## config.mk

```make
export PLATFORM = sky130hd
export DESIGN_NAME = ssd_frame_decoder_flat
export DESIGN_NICKNAME = d
export VERILOG_FILES = /design/src/rtl/ssd_frame_decoder_if.sv /design/src/rtl/ssd_frame_decoder.sv /design/src/flat_wrapper.sv
export SDC_FILE = /design/constraint.sdc
export NUM_CORES = 1
export LEC_CHECK = 0
export BUFFER_PORTS_ARGS = -buffer_cell sky130_fd_sc_hd__buf_4
export CAP_MARGIN = 0
export CORE_UTILIZATION = 45
export CTS_CLUSTER_DIAMETER = 200
export DETAILED_ROUTE_END_ITERATION = 10
export HOLD_SLACK_MARGIN = 0.05
export PLACE_DENSITY = 0.61
export REMOVE_ABC_BUFFERS = 1
export SYNTH_ARGS = -nofsm -noshare
export SYNTH_HDL_FRONTEND = slang
export SYNTH_SLANG_ARGS = --single-unit
```

## constraint.sdc

```tcl
create_clock -name DCLK -period 10.4 [get_ports DCLK]
set_input_delay 3.12 -clock DCLK [delete_from_list [all_inputs] [get_ports DCLK]]
set_output_delay 3.12 -clock DCLK [all_outputs]
set_load 0.02 [all_outputs]
```

## src/rtl/ssd_frame_decoder_if.sv

```systemverilog
// Seven-segment loop-back bus: scanned AN/SEG in, decoded frame out.
// master drives the scan, slave is the decoder.
interface ssd_frame_decoder_if #(
    parameter int BIN_W = 14
);
    logic [3:0]       AN;
    logic [6:0]       SEG;
    logic [15:0]      BCD;
    logic [BIN_W-1:0] BIN;
    logic             VALID;
    logic             ERR;
    logic             LOCK;

    modport master (
        output AN, SEG,
        input  BCD, BIN, VALID, ERR, LOCK
    );

    modport slave (
        input  AN, SEG,
        output BCD, BIN, VALID, ERR, LOCK
    );
endinterface

```

## src/rtl/ssd_frame_decoder.sv

```systemverilog
// Seven-segment scan receiver: locks onto the ones..thousands scan,
// rebuilds the 4-digit frame and converts it to binary.
module ssd_frame_decoder #(
    parameter bit SEG_ACT_LOW = 1'b1,
    parameter int BIN_W       = 14
) (
    input logic               DCLK,
    input logic               RST,
    ssd_frame_decoder_if.slave bus
);

    typedef enum logic {HUNT, COLLECT} col_t;
    typedef enum logic {IDLE, CONV} cnv_t;

    logic [6:0] seg_n;
    logic       seg_ok;
    logic [3:0] seg_dig;
    logic       an_ok;
    logic [1:0] an_idx;

    col_t            col_q, col_d;
    logic [1:0]      exp_q, exp_d;
    logic [3:0][3:0] dig_q, dig_d;
    logic            col_err;
    logic            frame_done;
    logic [3:0][3:0] snap_new;

    cnv_t             cnv_q, cnv_d;
    logic [1:0]       step_q, step_d;
    logic [3:0][3:0]  snap_q, snap_d;
    logic [BIN_W-1:0] acc_q, acc_d;
    logic [BIN_W-1:0] acc_next;
    logic [3:0]       cur_dig;
    logic [15:0]      bcd_q, bcd_d;
    logic [BIN_W-1:0] bin_q, bin_d;
    logic             valid_q, valid_d;
    logic             err_q, err_d;

    assign seg_n = SEG_ACT_LOW ? bus.SEG : ~bus.SEG;

    // Cathode pattern to BCD digit; anything else is illegal.
    always_comb begin
        seg_ok  = 1'b1;
        seg_dig = 4'd0;
        unique case (seg_n)
            7'b1000000: seg_dig = 4'd0;
            7'b1111001: seg_dig = 4'd1;
            7'b0100100: seg_dig = 4'd2;
            7'b0110000: seg_dig = 4'd3;
            7'b0011001: seg_dig = 4'd4;
            7'b0010010: seg_dig = 4'd5;
            7'b0000010: seg_dig = 4'd6;
            7'b1111000: seg_dig = 4'd7;
            7'b0000000: seg_dig = 4'd8;
            7'b0010000: seg_dig = 4'd9;
            default:    seg_ok  = 1'b0;
        endcase
    end

    // One-hot-low anode code to digit position.
    always_comb begin
        an_ok  = 1'b1;
        an_idx = 2'd0;
        unique case (bus.AN)
            4'b1110: an_idx = 2'd0;
            4'b1101: an_idx = 2'd1;
            4'b1011: an_idx = 2'd2;
            4'b0111: an_idx = 2'd3;
            default: an_ok  = 1'b0;
        endcase
    end

    // Collector next state: follow the scan order, flag breaks in it.
    always_comb begin
        col_d      = col_q;
        exp_d      = exp_q;
        dig_d      = dig_q;
        col_err    = 1'b0;
        frame_done = 1'b0;
        case (col_q)
            HUNT: begin
                if (an_ok && seg_ok && an_idx == 2'd0) begin
                    dig_d    = '0;
                    dig_d[0] = seg_dig;
                    exp_d    = 2'd1;
                    col_d    = COLLECT;
                end
            end
            COLLECT: begin
                if (an_ok && seg_ok && an_idx == exp_q) begin
                    dig_d[an_idx] = seg_dig;
                    exp_d         = exp_q + 2'd1;
                    frame_done    = (an_idx == 2'd3);
                end else if (an_ok && seg_ok && an_idx == 2'd0) begin
                    col_err  = 1'b1;
                    dig_d    = '0;
                    dig_d[0] = seg_dig;
                    exp_d    = 2'd1;
                end else begin
                    col_err = 1'b1;
                    dig_d   = '0;
                    exp_d   = 2'd0;
                    col_d   = HUNT;
                end
            end
            default: col_d = HUNT;
        endcase
    end

    // The thousands digit is still on the bus when the frame completes.
    assign snap_new = {seg_dig, dig_q[2], dig_q[1], dig_q[0]};

    // Thousands first, ones last; x10 as shift-and-add.
    assign cur_dig  = snap_q[2'd3 - step_q];
    assign acc_next = (acc_q << 3) + (acc_q << 1) + BIN_W'(cur_dig);

    // Converter next state: four accumulate steps, then publish.
    always_comb begin
        cnv_d   = cnv_q;
        step_d  = step_q;
        snap_d  = snap_q;
        acc_d   = acc_q;
        bcd_d   = bcd_q;
        bin_d   = bin_q;
        valid_d = 1'b0;
        err_d   = col_err;
        if (cnv_q == CONV) begin
            acc_d  = acc_next;
            step_d = step_q + 2'd1;
            if (step_q == 2'd3) begin
                bcd_d   = snap_q;
                bin_d   = acc_next;
                valid_d = 1'b1;
                cnv_d   = IDLE;
            end
        end
        if (frame_done) begin
            if (cnv_q == CONV && step_q != 2'd3) begin
                err_d = 1'b1;
            end
            snap_d = snap_new;
            acc_d  = '0;
            step_d = 2'd0;
            cnv_d  = CONV;
        end
    end

    // State and output registers, synchronous reset.
    always_ff @(posedge DCLK) begin
        if (RST) begin
            col_q   <= HUNT;
            exp_q   <= 2'd0;
            dig_q   <= '0;
            cnv_q   <= IDLE;
            step_q  <= 2'd0;
            snap_q  <= '0;
            acc_q   <= '0;
            bcd_q   <= '0;
            bin_q   <= '0;
            valid_q <= 1'b0;
            err_q   <= 1'b0;
        end else begin
            col_q   <= col_d;
            exp_q   <= exp_d;
            dig_q   <= dig_d;
            cnv_q   <= cnv_d;
            step_q  <= step_d;
            snap_q  <= snap_d;
            acc_q   <= acc_d;
            bcd_q   <= bcd_d;
            bin_q   <= bin_d;
            valid_q <= valid_d;
            err_q   <= err_d;
        end
    end

    assign bus.BCD   = bcd_q;
    assign bus.BIN   = bin_q;
    assign bus.VALID = valid_q;
    assign bus.ERR   = err_q;
    assign bus.LOCK  = (col_q == COLLECT);

endmodule

```

## src/flat_wrapper.sv

```systemverilog
// flat-port wrapper written by rule: the top's interface ports become plain ports
module ssd_frame_decoder_flat 
#(
    parameter bit SEG_ACT_LOW = 1'b1,
    parameter int BIN_W       = 14
)
  (DCLK, RST, bus_AN, bus_SEG, bus_BCD, bus_BIN, bus_VALID, bus_ERR, bus_LOCK);
  ssd_frame_decoder_if #(.BIN_W(BIN_W)) bus_i ();
  input logic DCLK;
  input logic RST;
  input wire logic [$bits(bus_i.AN)-1:0] bus_AN;
  input wire logic [$bits(bus_i.SEG)-1:0] bus_SEG;
  output wire logic [$bits(bus_i.BCD)-1:0] bus_BCD;
  output wire logic [$bits(bus_i.BIN)-1:0] bus_BIN;
  output wire logic [$bits(bus_i.VALID)-1:0] bus_VALID;
  output wire logic [$bits(bus_i.ERR)-1:0] bus_ERR;
  output wire logic [$bits(bus_i.LOCK)-1:0] bus_LOCK;
  assign bus_i.AN = bus_AN;
  assign bus_i.SEG = bus_SEG;
  assign bus_BCD = bus_i.BCD;
  assign bus_BIN = bus_i.BIN;
  assign bus_VALID = bus_i.VALID;
  assign bus_ERR = bus_i.ERR;
  assign bus_LOCK = bus_i.LOCK;
  ssd_frame_decoder #(.SEG_ACT_LOW(SEG_ACT_LOW), .BIN_W(BIN_W)) u_core (.DCLK(DCLK), .RST(RST), .bus(bus_i));
endmodule
```

-- Word-level counts from Yosys, hierarchy flattened
Index checks and enable logic that the tools add are counted.
- flip-flop bits (word level): 83
- input bits: 13
- output and inout bits: 33
- logic and storage cells: 87
- add/sub/neg operators: 5
- magnitude comparators: 3
- equality and inequality tests: 18
- mux-type cells: 30
- bitwise gates (word level): 2
- reduce and logical (&&, ||, !) cells: 12
- operators with widths (cell ; number):
    one-hot mux 4 bit (9 select lines) ; 1
    two-way mux 16 bit ; 2
    one-hot mux 16 bit (2 select lines) ; 1
    == test 7 x 5 -> 1 bit, second input constant ; 3
    == test 7 bit, second input constant ; 3
    bitwise mux 16 bit ; 1
    two-way mux 1 bit ; 15
    adder 14 bit ; 1
    adder 14 x 4 -> 14 bit ; 1
    == test 7 x 6 -> 1 bit, second input constant ; 2
    == test 4 bit, second input constant ; 3
    two-way mux 4 bit ; 3
    OR reduction 10 bit ; 1
    binary-select mux 4 bit (select 2 bit) ; 1
    demux 4 bit (select 2 bit) ; 1
    == test 7 x 2 -> 1 bit, second input constant ; 1
    zero test 7 bit ; 1
    less-than comparator 2 x 3 -> 1 bit, second input constant ; 2
    one-hot mux 2 bit (3 select lines) ; 1
    logical AND 1 bit ; 5
    adder 2 x 1 -> 2 bit, second input constant ; 2
    == test 2 bit, second input constant ; 2
    == test 4 x 3 -> 1 bit, second input constant ; 1
    two-way mux 2 bit ; 2
    other kinds (12) ; 14

-- Longest topological paths before layout
- depth in word-level cells: 9
- gate-level depth with buffers: 12
- gate-level depth less buffers: 11

-- Worst setup path before layout
No wires, ideal clock.
- kind: input to register
- start: input port bus_SEG[0]
- end: register u_core.snap_q[10] (netlist bit)
- setup time: 0.132 ns
- arrival: 5.094 ns
- data required time: 10.268 ns
- path slack: 5.174 ns
- stages on the path: 9
- buffers on the path: 3
- cell sequence: buf_2 or3_1 a2111oi_4 o41ai_2 or4b_1 buf_4 buf_6 nand2_1 a21oi_1
- longest elaborated chain between the ends: 7
- elaborated cells on any way between the ends: 16
- classes of those cells: 9 x eq/ne; 3 x mux; 4 x reduce/logical
- ends and longest elaborated chain (item ; RTL line ; source):
    from (decl) ; flat_wrapper.sv:12 ; input wire logic [$bits(bus_i.SEG)-1:0] bus_SEG;
    == test 7 bit, or another cell as far along ; ssd_frame_decoder.sv:45 ; unique case (seg_n)
    OR reduction 10 bit (no source line) (*) ; -- ;
    two-way mux 1 bit (*) ; ssd_frame_decoder.sv:45 ;
    logical AND 1 bit (*) (2 in series) ; ssd_frame_decoder.sv:90 ; if (an_ok && seg_ok && an_idx == exp_q) begin
    two-way mux 1 bit (*) ; ssd_frame_decoder.sv:90 ;
    two-way mux 1 bit (*) ; ssd_frame_decoder.sv:80 ; case (col_q)
    to (signal assigned) ; ssd_frame_decoder.sv:168 ; snap_q <= snap_d;
    to (decl) ; ssd_frame_decoder.sv:30 ; logic [3:0][3:0] snap_q, snap_d;
Mark *: on every way between the ends. The rest lies on a longest branch, timed or not.
A chain may end at the register's enable or synchronous reset.

-- Worst setup path after layout
- start: input port bus_SEG[3]
- end: register u_core.acc_q[4]
- longest elaborated chain between the ends: 8
- elaborated cells on any way between the ends: 17
- classes of those cells: 9 x eq/ne; 3 x mux; 5 x reduce/logical
- ends and longest elaborated chain (item ; RTL line ; source):
    == test 7 bit, or another cell as far along ; ssd_frame_decoder.sv:45 ;
    OR reduction 10 bit (no source line) (*) ; -- ;
    two-way mux 1 bit (*) ; ssd_frame_decoder.sv:45 ;
    logical AND 1 bit (*) (2 in series) ; ssd_frame_decoder.sv:90 ;
    two-way mux 1 bit (*) ; ssd_frame_decoder.sv:90 ;
    two-way mux 1 bit (*) ; ssd_frame_decoder.sv:80 ;
    OR reduction 2 bit (no source line) (*) ; -- ;
    to (signal assigned) ; ssd_frame_decoder.sv:157 ; acc_q <= '0;
    to (signal assigned) ; ssd_frame_decoder.sv:169 ; acc_q <= acc_d;
    to (decl) ; ssd_frame_decoder.sv:31 ; logic [BIN_W-1:0] acc_q, acc_d;
Marked as above.

==> Flow_metrics.wiki <==
{| class="wikitable"
! Metric !! Value
|-
| Outcome || completed
|-
| Cells resized by post-CTS repair || 0
|-
| Setup repair after global routing missed its margin || no
|-
| Gpl congestion || 0.869
|-
| Drt total wl || 8.87 mm
|-
| Internal Dissipation || 0.000424 W
|-
| Setup Buffers After CTS || 0
|-
| Number of buffers inserted by hold repair at cts || 0
|-
| F_max || 176 MHz
|-
| Initial DRT Pass Iterations || 4
|-
| Final cycle utilization of the critical path || 0.546
|-
| Main synth FF type || sky130_fd_sc_hd__dfxtp_1
|-
| Fraction of final layout cells sized beyond drive strength 1 || 0.148
|-
| Avg Vias per Cell || 5.56
|-
| Number of I/O port buffers || 45
|-
| Wire length of the first global-routing pass || 14.9 mm
|-
| WL per Instance || 14.4 um
|-
| Count of flip-flops with a built-in enable after synthesis || 0
|-
| Switching power || 0.000139 W
|-
| Root buffer cell || sky130_fd_sc_hd__clkbuf_8
|-
| Total via count in the routed design || 3,427
|-
| CTS tree || done
|-
| Clock period minus final worst setup slack || 5680 ps
|-
| Startpoint of the tightest hold check path || u_core.bus.BIN[8]
|-
| Final-layout setup total negative slack || 0 ps
|-
| Warnings, synthesis || 0
|-
| Headroom to the max-slew limit || 0.224
|-
| Number of antenna violations at the first check in global routing || 0
|-
| Startpoint of the worst-slack reg-to-reg timing path || u_core.step_q[0]
|-
| Fraction of registers with async set/reset || 0
|-
| Max clock buf depth || 2
|-
| Placeable core region || 8720 um^2
|-
| Arr. time, crit path || 5950 ps
|-
| Portion of total power attributed to the clock network || 0.417
|-
| Flop pwr share || 0.538
|-
| Post-Place Setup Slack || 4310 ps
|-
| HP Class || flop to flop
|-
| Clock transition at path regs || 80 ps
|-
| Count of state elements after synthesis || 79
|-
| Post-route setup slack || 4720 ps
|-
| Number of buffers inserted during clock tree synthesis || 9
|-
| Initial standard-cell utilization of the core || 0.464
|-
| Nets || 541
|-
| Final number of max-transition violations || 0
|-
| Peak supply drop || 0.0753 mV
|-
| Antenna viol nets, final || 0
|-
| Leakage || 1.82 nW
|-
| Post-Synthesis Mean Instance Area || 8.50 um^2
|-
| Max capacitance violation total || 0
|-
| Clk Latency, worst-skew pair || 350 ps
|-
| Starting DRT DRC Count || 103
|-
| Kind of start point of the critical path || primary input
|-
| Maximum number of pins on one net before global-route repair || 63
|-
| Sequential element share of the synthesized area || 0.391
|-
| Netlist area before placement || 4050 um^2
|-
| Setup violations, final || 0
|-
| Number of hold-slack violations in the final timing report || 0
|-
| Antenna cell count || 0
|-
| Gr ovfl total || 0
|-
| Total power per unit cell area || 122 nW/um^2
|-
| Area overhead of the layout relative to synthesis || 13.5%
|-
| Estimated wirelength of the detail-placed design || 6.28 mm
|-
| Crit path capture type || flop
|-
| I/O pin total || 46
|-
| Die area || 9380 um^2
|-
| Maximum clock skew at final layout || 12.5 ps
|-
| Die Wd || 96.8 um
|-
| Overall routing resource usage || 0.195
|-
| Part of the total power dissipated in combinational logic || 0.045
|-
| Actual transition at the worst max-transition pin || 1150 ps
|-
| Maximum net fanout on the critical path || 17
|-
| Number of distinct standard cells referenced by the synthesized netlist || 56
|-
| Kind of critical path || primary input to flop
|-
| WP data required || 10,670 ps
|-
| Deepest level of the CTS H-tree || 3
|-
| Vias in the first global route || 3,219
|-
| Num rows || 34
|-
| Number of remaining DRC errors || 0
|-
| Instance count of the mapped netlist || 476
|-
| First element of the critical path || bus_SEG[3]
|-
| TritonCTS Sinks || 79
|-
| Proportion of total power due to net switching || 0.247
|-
| Die Height || 96.8 um
|}
## power by group through the flow
stage	clock network, W	registers (W)	logic, W
after floorplan	0	0.000310	0.0000111
after global placement	0	0.000310	0.0000248
after detailed placement	0	0.000310	0.0000255
after CTS	0.000241	0.000302	0.0000256
after global routing	0.000253	0.000303	0.0000278
final	0.000234	0.000302	0.0000255
## final cells by class
cell class	instances	area [um^2]
timing repair buffer	48	360
sequential	79	1580
clock buffer	9	124
tap	108	135
fill	824	4130
inverter	14	52.6
multi-input combinational	351	2260
clock inverter	7	77.6
## stage by stage
| stage | std cells | instance area (um^2) | hold WS [ps] | utilization | total power, W |
|---|---|---|---|---|---|
| floorplan | 444 | 3900 | 435 | - | 0.000321 |
| global placement | 600 | 4390 | 444 | 0.504 | 0.000334 |
| detailed placement | 600 | 4390 | 448 | 0.504 | 0.000335 |
| CTS | 616 | 4590 | 460 | 0.527 | 0.000569 |
| global route | 616 | 4590 | 477 | 0.527 | 0.000584 |
| finish | 616 | 4590 | 455 | 0.527 | 0.000562 |
## cells in the mapped netlist, types with 2 or more instances
cell                        number  area [um^2]
sky130_fd_sc_hd__buf_2           5         25.0
sky130_fd_sc_hd__nand3_1        30          150
sky130_fd_sc_hd__clkbuf_1       21         78.8
sky130_fd_sc_hd__mux2i_1        16          160
sky130_fd_sc_hd__o31ai_1         4         30.0
sky130_fd_sc_hd__ha_1           23          288
sky130_fd_sc_hd__buf_4           2         15.0
sky130_fd_sc_hd__fa_1            2         40.0
sky130_fd_sc_hd__nor3b_1         2         15.0
sky130_fd_sc_hd__nor2_1         34          128
sky130_fd_sc_hd__and3_1          6         37.5
sky130_fd_sc_hd__a21oi_1        57          285
sky130_fd_sc_hd__a211o_1         2         17.5
sky130_fd_sc_hd__or4_1           2         15.0
sky130_fd_sc_hd__nand3b_1        3         22.5
sky130_fd_sc_hd__nand2b_1        4         25.0
sky130_fd_sc_hd__xnor2_1         7         61.3
sky130_fd_sc_hd__buf_6           2         22.5
sky130_fd_sc_hd__a31oi_1         8         50.1
sky130_fd_sc_hd__o22ai_1         3         18.8
sky130_fd_sc_hd__or2_2           2         12.5
sky130_fd_sc_hd__o21ai_0         5         25.0
sky130_fd_sc_hd__nand2_1        73          274
sky130_fd_sc_hd__buf_1           2         7.51
sky130_fd_sc_hd__or3_1           2         12.5
sky130_fd_sc_hd__a211oi_1        9         67.6
sky130_fd_sc_hd__dfxtp_1        79         1580
sky130_fd_sc_hd__xor2_1          5         43.8
sky130_fd_sc_hd__a2111oi_0       3         26.3
sky130_fd_sc_hd__a21o_1          3         22.5
sky130_fd_sc_hd__nor4_1         11         68.8
sky130_fd_sc_hd__mux4_2          4         90.1
sky130_fd_sc_hd__nor3_1          7         35.0
sky130_fd_sc_hd__inv_1          13         48.8
sky130_fd_sc_hd__a2bb2o_1        4         40.0
## registers in the layout, indices dropped and copies added (netlist names)
register	flops
u_core.bus.BIN	14
u_core.bus.LOCK	1
u_core.step_q	2
u_core.snap_q	16
u_core.bus.ERR	1
u_core.exp_q	2
u_core.cnv_q	1
u_core.acc_q	13
u_core.dig_q	12
u_core.bus.BCD	16
u_core.bus.VALID	1
## per-layer routing
| layer | global-route usage | up-vias | wire, um |
|---|---|---|---|
| met5 | 0 | - | 0 |
| met3 | 0.0289 | 9 | 240 |
| met4 | 0.0815 | 0 | 100 |
| met2 | 0.330 | 63 | 4330 |
| met1 | 0.248 | 1599 | 4200 |
| li1 | - | 1756 | - |
## path summary, 6_finish.rpt
path / cells after the start / slack, ps / endpoint
worst min-delay path: 2 / 460 / u_core.bus.BIN[8]
worst min register to register: 2 / 460 / u_core.bus.BIN[8]
worst max-delay path: 7 / 4720 / u_core.acc_q[4]
worst max register to register: 11 / 6650 / u_core.bus.BIN[13]
## logic make-up (layout without fill, tap and decap cells)
family          count (synthesis)  count (layout)  share of synthesized area
simple gates                  185             185                      0.216
compound gates                109             109                      0.174
flops                          79              79                      0.391
buf+inv                        46              78                     0.0498
fa+ha+maj                      25              25                     0.0810
mux                            20              20                     0.0618
xor+xnor                       12              12                     0.0260
## worst max-delay path, stage by stage
cell and delay [ps]:
sky130_fd_sc_hd__buf_4 150, sky130_fd_sc_hd__and4b_1 200, sky130_fd_sc_hd__a32o_1 290, sky130_fd_sc_hd__o41ai_2 1020, sky130_fd_sc_hd__or4b_1 700, sky130_fd_sc_hd__nand2_4 230
sky130_fd_sc_hd__a211oi_1 240
## cell usage in the layout (no fill, tap or decap), types with 3 or more instances in the layout
cell                        instances
sky130_fd_sc_hd__buf_4             48
sky130_fd_sc_hd__nand2_1           73
sky130_fd_sc_hd__nor3_1             7
sky130_fd_sc_hd__a211oi_1           9
sky130_fd_sc_hd__a2111oi_0          3
sky130_fd_sc_hd__xor2_1             5
sky130_fd_sc_hd__nand3b_1           3
sky130_fd_sc_hd__mux4_2             4
sky130_fd_sc_hd__a21o_1             3
sky130_fd_sc_hd__nor2_1            34
sky130_fd_sc_hd__xnor2_1            7
sky130_fd_sc_hd__mux2i_1           16
sky130_fd_sc_hd__clkbuf_8           9
sky130_fd_sc_hd__a31oi_1            8
sky130_fd_sc_hd__nor4_1            11
sky130_fd_sc_hd__o31ai_1            4
sky130_fd_sc_hd__o22ai_1            3
sky130_fd_sc_hd__a2bb2o_1           4
sky130_fd_sc_hd__and3_1             6
sky130_fd_sc_hd__nand3_1           30
sky130_fd_sc_hd__nand2b_1           4
sky130_fd_sc_hd__inv_1             13
sky130_fd_sc_hd__o21ai_0            5
sky130_fd_sc_hd__ha_1              23
sky130_fd_sc_hd__dfxtp_1           79
sky130_fd_sc_hd__a21oi_1           57
sky130_fd_sc_hd__inv_6              3
(Power assumes the default switching activity.)
